==> src/rtl/cortexm0_rst_seq_ctl.sv <==
// Reset sequencer: synchronised global reset, timed hold, staggered domain release, per-domain re-reset.
// Latency: domain i released MIN_ASSERT+i*STAGE_GAP cycles after sync; requests act on the next edge.
// Backpressure: none; requests are sampled every cycle and folded into the running sequence.
module cortexm0_rst_seq_ctl #(
  parameter int NUM_DOM     = 3,
  parameter int SYNC_STAGES = 2,
  parameter int MIN_ASSERT  = 16,
  parameter int STAGE_GAP   = 4
) (
  input  logic               FCLK,
  input  logic               GLOBALRESETn,
  input  logic [NUM_DOM-1:0] RSTREQ,
  input  logic               RSTBYPASS,
  input  logic               SE,
  output logic [NUM_DOM-1:0] RSTOUTn,
  output logic [NUM_DOM-1:0] RSTACK,
  output logic               BUSY
);

  localparam int CNT_MAX = (MIN_ASSERT > STAGE_GAP) ? MIN_ASSERT : STAGE_GAP;
  localparam int CW      = $clog2(CNT_MAX + 1);
  localparam int PW      = (NUM_DOM > 1) ? $clog2(NUM_DOM) : 1;
  // The FSM register leaving SYNC acts as the final synchroniser stage,
  // so only SYNC_STAGES-1 dedicated flops are needed here.
  localparam int SW      = SYNC_STAGES - 1;

  localparam logic [PW-1:0] LAST_DOM = PW'(NUM_DOM - 1);
  localparam logic [CW-1:0] HOLD_END = CW'(MIN_ASSERT - 1);
  localparam logic [CW-1:0] GAP_END  = CW'(STAGE_GAP - 1);

  typedef enum logic [1:0] {
    ST_SYNC    = 2'd0,
    ST_HOLD    = 2'd1,
    ST_RELEASE = 2'd2,
    ST_RUN     = 2'd3
  } state_t;

  state_t               state_q, nxt_state;
  logic [SW-1:0]        sync_q;
  logic [PW-1:0]        ptr_q, nxt_ptr;
  logic [CW-1:0]        cnt_q, nxt_cnt;
  logic [NUM_DOM-1:0]   rst_q, nxt_rst;
  logic [NUM_DOM-1:0]   mask_q, nxt_mask;
  logic [NUM_DOM-1:0]   ack_q, nxt_ack;
  logic [NUM_DOM-1:0]   req_eff;
  logic                 req_any;
  logic [PW-1:0]        req_lo;
  logic                 rel_now;

  // Deassertion synchroniser: async clear, shifts ones in after GLOBALRESETn rises.
  always_ff @(posedge FCLK or negedge GLOBALRESETn) begin
    if (!GLOBALRESETn) sync_q <= '0;
    else               sync_q <= (sync_q << 1) | SW'(1);
  end

  // Scan enable masks requests; find the lowest requested domain.
  always_comb begin
    req_eff = SE ? '0 : RSTREQ;
    req_any = |req_eff;
    req_lo  = '0;
    for (int i = NUM_DOM - 1; i >= 0; i--) begin
      if (req_eff[i]) req_lo = PW'(i);
    end
  end

  // State register.
  always_ff @(posedge FCLK or negedge GLOBALRESETn) begin
    if (!GLOBALRESETn) state_q <= ST_SYNC;
    else               state_q <= nxt_state;
  end

  // Next-state and datapath decisions; a request always overrides a release in the same cycle.
  always_comb begin
    nxt_state = state_q;
    nxt_ptr   = ptr_q;
    nxt_cnt   = cnt_q;
    nxt_rst   = rst_q;
    nxt_mask  = mask_q;
    nxt_ack   = '0;
    rel_now   = 1'b0;

    case (state_q)
      ST_SYNC: begin
        if (sync_q[SW-1]) begin
          nxt_state = ST_HOLD;
          nxt_ptr   = '0;
          nxt_cnt   = '0;
        end
      end
      ST_HOLD:    rel_now = (cnt_q == HOLD_END);
      ST_RELEASE: rel_now = (cnt_q == GAP_END);
      default:    rel_now = 1'b0;
    endcase

    if (state_q == ST_HOLD || state_q == ST_RELEASE) begin
      nxt_cnt = cnt_q + CW'(1);
      if (rel_now) begin
        nxt_rst[ptr_q] = 1'b1;
        nxt_cnt        = '0;
        if (ptr_q == LAST_DOM) begin
          nxt_state = ST_RUN;
          nxt_ack   = mask_q;
          nxt_mask  = '0;
        end else begin
          nxt_state = ST_RELEASE;
          nxt_ptr   = ptr_q + PW'(1);
        end
      end
    end

    if (state_q != ST_SYNC && req_any) begin
      nxt_mask = mask_q | req_eff;
      nxt_ack  = '0;
      if (state_q == ST_RUN || req_lo < ptr_q) begin
        // Requested domain already running: pull it and every dependent domain low.
        nxt_state = ST_HOLD;
        nxt_ptr   = req_lo;
        nxt_cnt   = '0;
        nxt_rst   = rst_q;
        for (int i = 0; i < NUM_DOM; i++) begin
          if (i >= int'(req_lo)) nxt_rst[i] = 1'b0;
        end
      end else if (req_lo == ptr_q && (state_q == ST_HOLD || rel_now)) begin
        // Domain still low: a held request pins the hold timer at zero.
        nxt_state = ST_HOLD;
        nxt_ptr   = ptr_q;
        nxt_cnt   = '0;
        nxt_rst   = rst_q;
      end
    end
  end

  // Datapath registers: pointer, counter, domain resets, ack mask and ack pulse.
  always_ff @(posedge FCLK or negedge GLOBALRESETn) begin
    if (!GLOBALRESETn) begin
      ptr_q  <= '0;
      cnt_q  <= '0;
      rst_q  <= '0;
      mask_q <= '0;
      ack_q  <= '0;
    end else begin
      ptr_q  <= nxt_ptr;
      cnt_q  <= nxt_cnt;
      rst_q  <= nxt_rst;
      mask_q <= nxt_mask;
      ack_q  <= nxt_ack;
    end
  end

  // Outputs; bypass drives resets straight from the global pin for DFT.
  always_comb begin
    RSTOUTn = RSTBYPASS ? {NUM_DOM{GLOBALRESETn}} : rst_q;
    RSTACK  = ack_q;
    BUSY    = (state_q != ST_RUN);
  end

endmodule
==> config.mk <==
export PLATFORM = sky130hd
export DESIGN_NAME = cortexm0_rst_seq_ctl
export DESIGN_NICKNAME = d
export VERILOG_FILES = /design/src/rtl/cortexm0_rst_seq_ctl.sv
export SDC_FILE = /design/constraint.sdc
export NUM_CORES = 1
export LEC_CHECK = 0
export BUFFER_PORTS_ARGS = -buffer_cell sky130_fd_sc_hd__buf_2
export CAP_MARGIN = 20
export CORE_AREA = 4 4 53 55
export DETAILED_ROUTE_END_ITERATION = 8
export DIE_AREA = 0 0 57 59
export PLACE_DENSITY = 0.68
export SLEW_MARGIN = 30
export SYNTH_ARGS = -nofsm -noshare
export SYNTH_HDL_FRONTEND = slang
export SYNTH_SLANG_ARGS = --single-unit
==> constraint.sdc <==
create_clock -name FCLK -period 3.3 [get_ports FCLK]
set_input_delay 0 -clock FCLK [delete_from_list [all_inputs] [get_ports FCLK]]
set_output_delay 0 -clock FCLK [all_outputs]
set_load 0.1 [all_outputs]
==> impl_metrics.toml <==
[synth]
yosys.area.top_type = "dfrtp_1"
ys_types = 40
synthCells = 125
syn_area_per_cell_um2 = 9.02
ys_ff_latch = 19
synthDominantCellAreaShare_pct = 42.2
synth_warnings = 0
synth_nets = 139
yosys-top-cells-area = "dfrtp_1 (42%), ha_1 (7.8%), nor2_1 (6.3%)"
synthArstFlopShare_pct = 100
seq_area_frac_synth_pct = 42.2
netlist_area_um2 = 1130
ys.flop_type = "dfrtp_1"
synth_edf_count = 0

[setup_path]
cp_data_arrival_time_ns = 2.89
cp-end-kind = "flop"
r2r-start = "state_q[0]"
reg2regPathDepth = 7
setup.worst_path.class = "reg -> reg"
start_kind = "flop"
worstSetupStartpoint = "state_q[0]"
crit_path_max_fanout = 7
cp.required_ns = 3.49

[detailed_routing]
wl_per_cell_um = 12.6
drt_iter0_drc = 17
vias = 941
drc_errors = 0
via_per_inst = 5.35
wl_mm = 2.21
dr.pass1.iters = 4
ant_nets = 0

[timing]
rsz0062_at_grt = "no"
max_freq_mhz = 371
finalMaxSlewViolations = 0
slew_headroom_pct = 39.3
finalSetupTns_ns = 0
finalHoldViolCount = 0
worst_slew_pin_slew_ns = 0.903
setup_viol = 0
skew_ns = 0.00255
fin_crit_sh_pct = 81.7
fin_crit_ns = 2.70

[clock_tree]
cts_buffers = 3
numClockSinks = 19
cts_hold_buf = 5
root_buffer = "clkbuf_4"
post_cts_buffers = 0
cts_tree = "built"
h-tree-depth = 1
clk_pin_slew_ns = 0.10
clkLatencyLatePin_ns = 0.30
cts_resized = 0
clockBufferDepth = 2

[die]
rows = 18
die_x_um = 57
start_util_pct = 47.2
core_area_um2 = 2390
ios = 14
die_h_um = 59
die_area_um2 = 3360

[pwr]
power.total_mw = 0.702
power_density_nw_per_um2 = 539
leakagePower_nw = 0.599
vdd_ir_drop_max_mv = 0.314

[placement]
dp_hpwl_mm = 1.67
gp_congestion = 0.806
io_buffers = 13

[global_route]
grt_use_total_pct = 15.3
gr-total-overflow = 0
grt_max_degree = 21
grt_pass1_wl_mm = 4.02
grt_pass1_vias = 938
antenna_found_initial = 0

[status]
status = "complete, no violations"

[layout]
diodes = 0
final_cell_mix = "dfrtp_1 (19), nor2_1 (19), nand2_1 (13), buf_2 (13), inv_1 (11)"
nNetsFinal = 161
syn2layout_area_growth_pct = 15.5
filler_cell_count = 233
drive_above_1_share_pct = 17.1

[run]
max-cap-violations = 0

[hold_path]
min_path_type = "in -> async"
==> Yosys cell counts, types with 2 or more instances <==
cell and instances:
dfrtp_1 19, nor2_1 19, nand2_1 13, inv_1 11, a21oi_1 9, ha_1 7, o21ai_0 6, and2_1 3
a31oi_1 2, nand3_1 2, nor2b_1 2, nor3_1 2, o31ai_1 2, or3_1 2
==> power breakdown <==
| part | leakage, nW | switching (mW) | total (mW) | internal [mW] |
|---|---|---|---|---|
| Combinational | 0.349 | 0.159 | 0.264 | 0.105 |
| Sequential | 0.234 | 0.0514 | 0.320 | 0.268 |
| Clock | 0.0150 | 0.0713 | 0.118 | 0.0472 |
==> kinds of logic (layout without fill, tap and decap cells) <==
| group | count (synthesis) | in the layout | share of synthesized area, % |
|---|---|---|---|
| adders and majority gates | 7 | 7 | 7.77 |
| xor gates and xnor gates | 2 | 2 | 1.55 |
| DFF | 19 | 19 | 42.2 |
| muxes | 1 | 1 | 0.888 |
| buffers and inverters | 12 | 33 | 4.00 |
| and+or+nand+nor | 51 | 51 | 22.1 |
| AOI/OAI and AO/OA | 32 | 32 | 21.2 |
| other | 1 | 1 | 0.333 |
==> flip-flops by register name (all words and copies together), names as in the netlist <==
signal / cells
rst_q: 3
RSTACK: 3
ptr_q: 2
mask_q: 3
cnt_q: 5
state_q: 2
sync_q: 1
==> critical path: stages, from the launching register on <==
cell and delay (ns):
dfrtp_1 0.42, inv_1 0.10, ha_1 0.19, or3b_4 0.40, a211oi_2 0.47, and3_2 0.35
o32ai_1 0.09, dlygate4sd3_1 0.56
==> per-stage QoR <==
step	hold slack [ns]	std cells	cell area, um^2	setup slack (ns)	util, %
finish	0.163	176	1300	0.604	54.6
global route	0.205	176	1300	0.388	54.6
CTS	0.168	176	1300	0.612	54.6
detailed placement	-0.0343	167	1230	1.10	51.4
global placement	-0.0373	167	1230	1.20	51.4
floorplan	-0.296	125	1130	0.832	-
==> metal layers <==
layer / up-vias / track usage, % / routed length [um]
li1: 474 / - / -
met1: 444 / 17.7 / 993
met2: 16 / 27.1 / 1070
met3: 7 / 3.05 / 83
met4: 0 / 7.62 / 60
met5: - / 0 / 0
==> final timing paths <==
path                         endpoint  slack, ns
max                         mask_q[1]       0.60
min                         mask_q[0]       0.16
max reg2reg                 mask_q[1]       0.60
min reg2reg                  rst_q[1]       0.49
max in group asynchronous  state_q[0]       2.83
min in group FCLK            ptr_q[0]       0.31
==> area by class of cell <==
| type | count | area (um^2) | share of cell area, % |
|---|---|---|---|
| Clock buffer | 4 | 26.3 | 2.02 |
| Timing Repair Buffer | 18 | 115 | 8.84 |
| Inverter | 11 | 41.3 | 3.17 |
| Multi-Input combinational cell | 94 | 607 | 46.6 |
| Sequential cell | 19 | 475 | 36.5 |
| Tap cell | 30 | 37.5 | 2.88 |
Note: power is estimated with default switching activity, not from simulation.
